**src/rtl/dma_perf_monitor.sv**
```systemverilog
// Passive statistics collector for the DMA channel-0 AXI W/R data channels and
// the peripheral TX/RX request-to-clear latency. It only observes; it drives nothing back.

module dma_lat_fsm #(
  parameter int CNT_W = 32
) (
  input  logic             clk,
  input  logic             reset,
  input  logic             enable,
  input  logic             clear,
  input  logic             req,
  input  logic             clr,
  output logic [CNT_W-1:0] req_cnt,
  output logic [CNT_W-1:0] lat_last,
  output logic [CNT_W-1:0] lat_max,
  output logic             sat
);

  localparam logic [CNT_W-1:0] CNT_MAX = '1;
  localparam logic [CNT_W-1:0] CNT_ONE = CNT_W'(1);

  typedef enum logic [1:0] {IDLE, WAIT, HOLD} state_t;

  state_t           state;
  logic [CNT_W-1:0] lat;

  // HOLD absorbs a request level that stays high after its clear, so it is not recounted.
  always_ff @(posedge clk or posedge reset) begin
    if (reset) begin
      state    <= IDLE;
      lat      <= '0;
      req_cnt  <= '0;
      lat_last <= '0;
      lat_max  <= '0;
      sat      <= 1'b0;
    end else if (clear) begin
      state    <= IDLE;
      lat      <= '0;
      req_cnt  <= '0;
      lat_last <= '0;
      lat_max  <= '0;
      sat      <= 1'b0;
    end else if (enable) begin
      case (state)
        IDLE: begin
          if (req) begin
            if (req_cnt != CNT_MAX) req_cnt <= req_cnt + CNT_ONE;
            if (req_cnt >= CNT_MAX - CNT_ONE) sat <= 1'b1;
            if (clr) begin
              lat_last <= '0;
              state    <= HOLD;
            end else begin
              lat   <= CNT_ONE;
              state <= WAIT;
            end
          end
        end
        WAIT: begin
          if (clr) begin
            lat_last <= lat;
            if (lat > lat_max) lat_max <= lat;
            state <= HOLD;
          end else begin
            if (lat != CNT_MAX) lat <= lat + CNT_ONE;
            if (lat >= CNT_MAX - CNT_ONE) sat <= 1'b1;
          end
        end
        HOLD: begin
          if (!req) state <= IDLE;
        end
        default: state <= IDLE;
      endcase
    end
  end

endmodule

module dma_perf_monitor #(
  parameter int DATA_W = 64,
  parameter int CNT_W  = 32
) (
  input  logic                clk,
  input  logic                reset,
  input  logic                enable,
  input  logic                clear,
  input  logic                periph_tx_req,
  input  logic                periph_tx_clr,
  input  logic                periph_rx_req,
  input  logic                periph_rx_clr,
  input  logic [DATA_W/8-1:0] WSTRB0,
  input  logic                WVALID0,
  input  logic                WREADY0,
  input  logic                RVALID0,
  input  logic                RREADY0,
  output logic [CNT_W-1:0]    wr_beats,
  output logic [CNT_W-1:0]    wr_bytes,
  output logic [CNT_W-1:0]    wr_stall,
  output logic [CNT_W-1:0]    rd_beats,
  output logic [CNT_W-1:0]    rd_stall,
  output logic [CNT_W-1:0]    tx_req_cnt,
  output logic [CNT_W-1:0]    rx_req_cnt,
  output logic [CNT_W-1:0]    tx_lat_last,
  output logic [CNT_W-1:0]    rx_lat_last,
  output logic [CNT_W-1:0]    tx_lat_max,
  output logic [CNT_W-1:0]    rx_lat_max,
  output logic                sat
);

  localparam int               STRB_W  = DATA_W / 8;
  localparam logic [CNT_W-1:0] CNT_MAX = '1;
  localparam logic [CNT_W-1:0] CNT_ONE = CNT_W'(1);

  function automatic logic [CNT_W-1:0] popcount(input logic [STRB_W-1:0] s);
    logic [CNT_W-1:0] n;
    n = '0;
    for (int i = 0; i < STRB_W; i++) n = n + CNT_W'(s[i]);
    return n;
  endfunction

  // The carry-out of the widened sum marks overflow; clamp there instead of wrapping.
  function automatic logic [CNT_W-1:0] sat_add(input logic [CNT_W-1:0] a,
                                               input logic [CNT_W-1:0] b);
    logic [CNT_W:0] s;
    s = {1'b0, a} + {1'b0, b};
    return s[CNT_W] ? CNT_MAX : s[CNT_W-1:0];
  endfunction

  logic [CNT_W-1:0] wr_beats_nx, wr_bytes_nx, wr_stall_nx, rd_beats_nx, rd_stall_nx;
  logic             cnt_hit;
  logic             cnt_sat;
  logic             tx_sat, rx_sat;

  always_comb begin
    wr_beats_nx = wr_beats;
    wr_bytes_nx = wr_bytes;
    wr_stall_nx = wr_stall;
    rd_beats_nx = rd_beats;
    rd_stall_nx = rd_stall;
    if (WVALID0 && WREADY0) begin
      wr_beats_nx = sat_add(wr_beats, CNT_ONE);
      wr_bytes_nx = sat_add(wr_bytes, popcount(WSTRB0));
    end
    if (WVALID0 && !WREADY0) wr_stall_nx = sat_add(wr_stall, CNT_ONE);
    if (RVALID0 && RREADY0)  rd_beats_nx = sat_add(rd_beats, CNT_ONE);
    if (RVALID0 && !RREADY0) rd_stall_nx = sat_add(rd_stall, CNT_ONE);
    cnt_hit = (wr_beats_nx == CNT_MAX) || (wr_bytes_nx == CNT_MAX) ||
              (wr_stall_nx == CNT_MAX) || (rd_beats_nx == CNT_MAX) ||
              (rd_stall_nx == CNT_MAX);
  end

  always_ff @(posedge clk or posedge reset) begin
    if (reset) begin
      wr_beats <= '0;
      wr_bytes <= '0;
      wr_stall <= '0;
      rd_beats <= '0;
      rd_stall <= '0;
      cnt_sat  <= 1'b0;
    end else if (clear) begin
      wr_beats <= '0;
      wr_bytes <= '0;
      wr_stall <= '0;
      rd_beats <= '0;
      rd_stall <= '0;
      cnt_sat  <= 1'b0;
    end else if (enable) begin
      wr_beats <= wr_beats_nx;
      wr_bytes <= wr_bytes_nx;
      wr_stall <= wr_stall_nx;
      rd_beats <= rd_beats_nx;
      rd_stall <= rd_stall_nx;
      if (cnt_hit) cnt_sat <= 1'b1;
    end
  end

  dma_lat_fsm #(.CNT_W(CNT_W)) u_tx_lat (
    .clk      (clk),
    .reset    (reset),
    .enable   (enable),
    .clear    (clear),
    .req      (periph_tx_req),
    .clr      (periph_tx_clr),
    .req_cnt  (tx_req_cnt),
    .lat_last (tx_lat_last),
    .lat_max  (tx_lat_max),
    .sat      (tx_sat)
  );

  dma_lat_fsm #(.CNT_W(CNT_W)) u_rx_lat (
    .clk      (clk),
    .reset    (reset),
    .enable   (enable),
    .clear    (clear),
    .req      (periph_rx_req),
    .clr      (periph_rx_clr),
    .req_cnt  (rx_req_cnt),
    .lat_last (rx_lat_last),
    .lat_max  (rx_lat_max),
    .sat      (rx_sat)
  );

  // Each sticky flag is its own register, so the combined flag is still glitch-free.
  assign sat = cnt_sat | tx_sat | rx_sat;

endmodule

```
**config.mk**
```make
export PLATFORM = sky130hd
export DESIGN_NAME = dma_perf_monitor
export DESIGN_NICKNAME = d
export VERILOG_FILES = /design/src/rtl/dma_perf_monitor.sv
export SDC_FILE = /design/constraint.sdc
export NUM_CORES = 1
export LEC_CHECK = 0
export ABC_AREA = 0
export BUFFER_PORTS_ARGS = -buffer_cell sky130_fd_sc_hd__buf_2
export CORE_MARGIN = 4
export CORE_UTILIZATION = 50
export CTS_CLUSTER_SIZE = 8
export DETAILED_ROUTE_END_ITERATION = 8
export PLACE_DENSITY = 0.71
export RECOVER_POWER = 50
export SYNTH_ARGS = -nofsm -noshare
export SYNTH_HDL_FRONTEND = slang
export SYNTH_SLANG_ARGS = --single-unit
```
**constraint.sdc**
```tcl
create_clock -name clk -period 19.8 [get_ports clk]
set_input_delay 4.95 -clock clk [delete_from_list [all_inputs] [get_ports clk]]
set_output_delay 4.95 -clock clk [all_outputs]
set_load 0.01 [all_outputs]
```
After elaboration in Yosys (flattened, before gate mapping)
Cells that the tools add are included.
{"block": "word_totals", "ff_bits": 423, "latchBits": 0, "mem_bits_rw": 0, "mem_bits_ro": 0, "output_inout_bits": 353, "elab_cells": 211, "memories": 0}
{"block": "classes", "n_addsub": 16, "mul": 0, "div": 0, "magnitude_cmp": 6, "eq_ne": 31, "shifts": 0, "muxes": 97, "bitwise_logic": 2, "reduce_logical": 41}
{"cell": "$mux 32", "n": 62}
{"cell": "$pmux 32 s2", "n": 4}
{"cell": "$eq 32x32->1 const B", "n": 5}
{"cell": "$add 32x1->33 const B", "n": 4}
{"cell": "$add 32x1->32 const B", "n": 4}
{"cell": "$ge 32x32->1 const B", "n": 4}
{"cell": "$ne 32x32->1 const B", "n": 4}
{"cell": "$gt 32x32->1", "n": 2}
{"cell": "$ne 3x3->1 const B", "n": 12}
{"cell": "$add 32x8->33", "n": 1}
{"cell": "$reduce_bool 2->1", "n": 14}
{"cell": "$mux 2", "n": 12}
{"cell": "$reduce_and 4->1", "n": 6}
{"cell": "$reduce_and 6->1", "n": 4}
{"cell": "$ne 3x2->1 const B", "n": 6}
{"cell": "$mux 1", "n": 15}
{"cell": "$pmux 2 s3", "n": 2}
{"cell": "$reduce_and 5->1", "n": 2}
{"cell": "$add 7x1->8", "n": 1}
{"cell": "$add 6x1->7", "n": 1}
{"cell": "$add 5x1->6", "n": 1}
{"cell": "$reduce_bool 3->1", "n": 2}
{"cell": "$add 4x1->5", "n": 1}
{"cell": "$add 3x1->4", "n": 1}
{"cell": "11 further kinds", "n": 23}

Logic depth before layout (Yosys ltp)
{"block": "depth", "ltp_word": 18, "depth_mapped": 17}

Cells and area by module
A second synthesis with hierarchy kept.
{"block": "unflattened", "cells_unflattened": 3120, "hier_area_um2": 26604.3}
{"mod": "dma_lat_fsm", "n_inst": 2, "cells_each": 837, "area_each_um2": 7519.7, "seq_area_each_um2": 3278.1}
{"mod": "dma_perf_monitor", "n_inst": 1, "cells_each": 1446, "area_each_um2": 11564.8, "seq_area_each_um2": 4028.9}

Least setup slack after synthesis
No wires, ideal clock.
{"block": "synth_timing", "path_kind": "in2reg", "start": "input WSTRB0[0]", "end": "register wr_bytes[25]", "setup_ns": 0.136, "t_arrival_ns": 9.043, "t_required_ns": 19.664, "path_slack_ns": 10.621, "path_stages": 17, "n_path_buf": 3, "cell_sequence": "fa_1 -> inv_1 -> fa_1 -> fa_1 -> fa_1 -> inv_1 -> fa_1 -> a21o_1 -> a21oi_1 -> or3_1 -> clkbuf_1 -> or3_1 -> clkbuf_1 -> clkbuf_1 -> o21ai_0 -> a21oi_1 -> nor3_1"}
{"block": "synth_via", "elab_chain_len": 12}
{"item": "start, declared", "line_no": "90", "text": "input logic [DATA_W/8-1:0] WSTRB0,"}
{"item": "$add 1x1->2", "line_no": "116", "text": "for (int i = 0; i < STRB_W; i++) n = n + CNT_W'(s[i]);"}
{"item": "$add 2x1->3", "line_no": "116"}
{"item": "$add 3x1->4", "line_no": "116"}
{"item": "$add 4x1->5", "line_no": "116"}
{"item": "$add 5x1->6", "line_no": "116"}
{"item": "$add 6x1->7", "line_no": "116"}
{"item": "$add 7x1->8", "line_no": "116"}
{"item": "$add 32x8->33", "line_no": "124", "text": "s = {1'b0, a} + {1'b0, b};"}
{"item": "$mux 32", "line_no": "125", "text": "return s[CNT_W] ? CNT_MAX : s[CNT_W-1:0];"}
{"item": "$mux 32", "line_no": "139", "text": "if (WVALID0 && WREADY0) begin"}
{"item": "$mux 32", "line_no": "166", "text": "end else if (enable) begin"}
{"item": "$mux 32", "line_no": "159", "text": "end else if (clear) begin"}
{"item": "end signal, assigned", "line_no": "168", "text": "wr_bytes <= wr_bytes_nx;"}
{"item": "end, declared", "line_no": "96", "text": "output logic [CNT_W-1:0] wr_bytes,"}
Every way passes these cells. The select of a mux whose other input is x is not followed.
A chain may end at the register's enable or synchronous reset.

Final worst setup path
{"block": "layout_timing", "start": "input clear", "end": "register u_rx_lat.req_cnt[11]"}
{"block": "layout_via", "elab_chain_len": 2, "elab_cells_between_ends": 6, "cone_classes": "mux (1); reduce/logical (5)"}
{"item": "start, declared", "line_no": "85", "text": "input logic clear,"}
{"item": "$reduce_bool 2->1 (no line)"}
{"item": "$reduce_and 4->1 (no line)"}
{"item": "end signal, assigned", "line_no": "47", "text": "if (req_cnt != CNT_MAX) req_cnt <= req_cnt + CNT_ONE;"}
{"item": "end, declared", "line_no": "13", "text": "output logic [CNT_W-1:0] req_cnt,"}
Several ways; a longest one is shown, not always the timed one.

==> results.sh <==
export IMPL_cts_setup_buffers=0
export IMPL_total_power_uw=1880
export IMPL_grt_first_pass_wirelength_um=124000
export IMPL_slew_headroom_pct=-249
export IMPL_yosysUniqueCellTypes=75
export IMPL_crit_chain="clkbuf_1 > clkbuf_1 > a31oi_1 > nor4bb_1 > nand4_1 > xor2_1 > nor2_1"
export IMPL_start_kind="input port"
export IMPL_path_clk_slew_ps=50
export IMPL_postCtsResizedCells=0
export IMPL_cts_hold_buf=0
export IMPL_cpMaxStageDelayCell="clkbuf_1"
export IMPL_ir_drop_uv=54.1
export IMPL_hpwl_um=53000
export IMPL_hold_class="reg2reg"
export IMPL_clock_skew_ps=20.4
export IMPL_netlist_instances=2965
export IMPL_synth_seq_area_share_pct=42.5
export IMPL_worst_setup_path_type="in2reg"
export IMPL_grt_setup_unrepaired="no"
export IMPL_wl_um=76300
export IMPL_slew_violations=610
export IMPL_overflow=0
export IMPL_drc_errors=0
export IMPL_worst_pin_slew_ps=5200
export IMPL_max_stage_delay_ps=3200
export IMPL_crit_top_cell="clkbuf_1"
export IMPL_ys_warn_count=0
export IMPL_maxCapViolCount=9
export IMPL_drt_iter0_drc=1896
export IMPL_p_int_uw=1420
export IMPL_synth_seq_cells=423
export IMPL_start_util_pct=50.7
export IMPL_synth_most_common_cell="nand2_1"
export IMPL_finalNetCount=3375
export IMPL_antenna_found_initial=2
export IMPL_final_util_pct=58.0
export IMPL_worstPathArrival_ps=11610
export IMPL_grt_pass1_vias=23000
export IMPL_drt_pass1_iter_count=5
export IMPL_grt_usage_pct=27.9
export IMPL_die_w_um=231
export IMPL_min_period_ps=11290
export IMPL_die_area_mm2=0.0535
export IMPL_path_max_fanout=99
export IMPL_fillers=4530
export IMPL_fin_tns_setup_ps=0
export IMPL_clkPwrFrac_pct=47.7
export IMPL_switching_power_uw=455
export IMPL_routed_via_count=23600
export IMPL_design_area_mm2=0.0285
export IMPL_pre_cts_ws_ps=9900
export IMPL_synth_fp_nets=3072
export IMPL_antenna_left=0
export IMPL_drive_gt1_share_pct=7.27
export IMPL_fmax_mhz=88.5
export IMPL_io_buffers=372
export IMPL_multi_input_area_mm2=0.0133
export IMPL_synth_top_flop_cell="dfrtp_1"
export IMPL_violations="capacitance limit, slew limit"
export IMPL_grt_start_max_net_pins=176
export IMPL_io_pins=373
export IMPL_comb_power_share_pct=5.6
export IMPL_outcome="finished with violations"
export IMPL_clk_path_buf_depth=3
export IMPL_switching_share_pct=24.2
export IMPL_async_flop_share_pct=100
export IMPL_htreeDepth=2
export IMPL_die_h_um=231
export IMPL_synthTopCellsByCount="479 x nand2_1, 423 x dfrtp_1, 382 x nor2_1"
export IMPL_dpl_cell_area_mm2=0.0273
export IMPL_power_density_mw_per_mm2=66.0
export IMPL_viasPerCell=6.00
export IMPL_crit_required_ps=20110
export IMPL_synth_edf_count=0
export IMPL_fin_crit_sh_pct=57.0
export IMPL_cts_sinks=423
export IMPL_cts_made_buffers=59
export IMPL_cp_end_kind="flip-flop"
export IMPL_synthTopCellsByArea="dfrtp_1 42%, nand2_1 7.2%, nor2_1 5.8%"
export IMPL_syn2layout_area_growth_pct=14.3
export IMPL_fin_ws_ps=8510
export IMPL_synth_top_cell_area_share_pct=42.5
export IMPL_setup_violations_final=0
export IMPL_seq_area_mm2=0.0106
export IMPL_std_cell_rows=81
export IMPL_gp_congestion=0.933
export IMPL_synth_largest_area_cell="dfrtp_1"
export IMPL_hold_violations=0
export IMPL_wire_per_inst_um=19.4
export IMPL_cts_root_buf="clkbuf_16"
export IMPL_core_mm2=0.0492
export IMPL_leakagePower_uw=0.0120
export IMPL_avgSynthCellArea_um2=8.41
export IMPL_pwr_share_seq_pct=46.7
export IMPL_synthesis_area_mm2=0.0249
export IMPL_clock_latency_ps=610
export IMPL_cts_tree="done"
[layout make-up]
cell class,count,share of cell area [%]
diodes,1,0.00879
clock buffers,63,5.31
well taps,664,2.92
multi-input cells,2265,46.8
repair buffers,397,6.06
clock inverters,3,0.119
inverters,122,1.62
flip-flops and latches,423,37.2
[final timing paths]
kind | startpoint | to | slack (ps) | cells past startpoint
setup reg to reg | wr_bytes[0]$_DFFE_PP0N_ | cnt_sat$_DFFE_PP0P_ | 14900 | 13
max in group asynchronous | reset | wr_stall[30]$_DFFE_PP0N_ | 8910 | 3
hold / removal | u_tx_lat.lat_last[8]$_DFFE_PP0P_ | u_tx_lat.lat_last[8]$_DFFE_PP0P_ | 480 | 2
min in group asynchronous | reset | u_rx_lat.lat_max[9]$_DFFE_PP0P_ | 5950 | 2
setup / recovery | clear | u_rx_lat.req_cnt[11]$_DFFE_PP0P_ | 8510 | 7
hold reg to reg | u_tx_lat.lat_last[8]$_DFFE_PP0P_ | u_tx_lat.lat_last[8]$_DFFE_PP0P_ | 480 | 2
[power by group through the flow]
stage | Clock (uW) | Sequential, uW | Combinational [uW]
2_1_floorplan | 0 | 892 | 72.5
3_3_place_gp | 0 | 891 | 104
3_5_place_dp | 0 | 892 | 107
4_1_cts | 917 | 877 | 108
5_1_grt | 955 | 878 | 119
6_report | 896 | 878 | 106
[worst max-delay path, delay by kind of cell]
family | cells | cell delay, ps
buffers and inverters | 2 | 4470
AND/OR/NAND/NOR | 3 | 1080
AO/OA/AOI/OAI | 1 | 840
XOR/XNOR | 1 | 200
[registers in the layout (all words and copies together), names as in the netlist, 32 cells and up]
name	cells
u_tx_lat.lat_max	32
u_tx_lat.req_cnt	32
wr_stall	32
u_rx_lat.lat_max	32
rd_beats	32
u_tx_lat.lat	32
wr_bytes	32
u_rx_lat.req_cnt	32
u_rx_lat.lat	32
u_rx_lat.lat_last	32
u_tx_lat.lat_last	32
wr_beats	32
rd_stall	32
[stage by stage]
stage / cells / hold slack (ps)
finish: 3938 / 477
global route: 3938 / 489
CTS: 3937 / 476
detailed placement: 3871 / 465
global placement: 3871 / 455
floorplan: 2965 / 454
[placed cells by master, fill, tap and decap left out, drive strengths merged, types with 25 or more instances in the layout]
cell type and count:
a31oi 31, xor2 80, clkbuf 322, and4 32, buf 138, ha 82, nor2 382, nand3 141
mux2i 81, nor3 69, inv 121, o21ai 168, and3 69, xnor2 60, nand2 479, a211oi 39
a21oi 126, nor4 37, or3 25, dfrtp 423, a311oi 59, nand4 78
[routing by layer]
layer	wire (um)	track usage, %
met4	2480	9.38
met1	32600	38.1
met3	5980	6.16
met5	13	0
met2	35200	44.5
[kinds of logic after synthesis]
| family | share of synthesized area (%) |
|---|---|
| xor+xnor | 4.92 |
| flops | 42.5 |
| buf+inv | 4.30 |
| fa+ha+maj | 4.52 |
| mux | 3.43 |
| compound gates | 14.0 |
| simple gates | 26.4 |
Note: power is estimated with default switching activity, not from simulation.
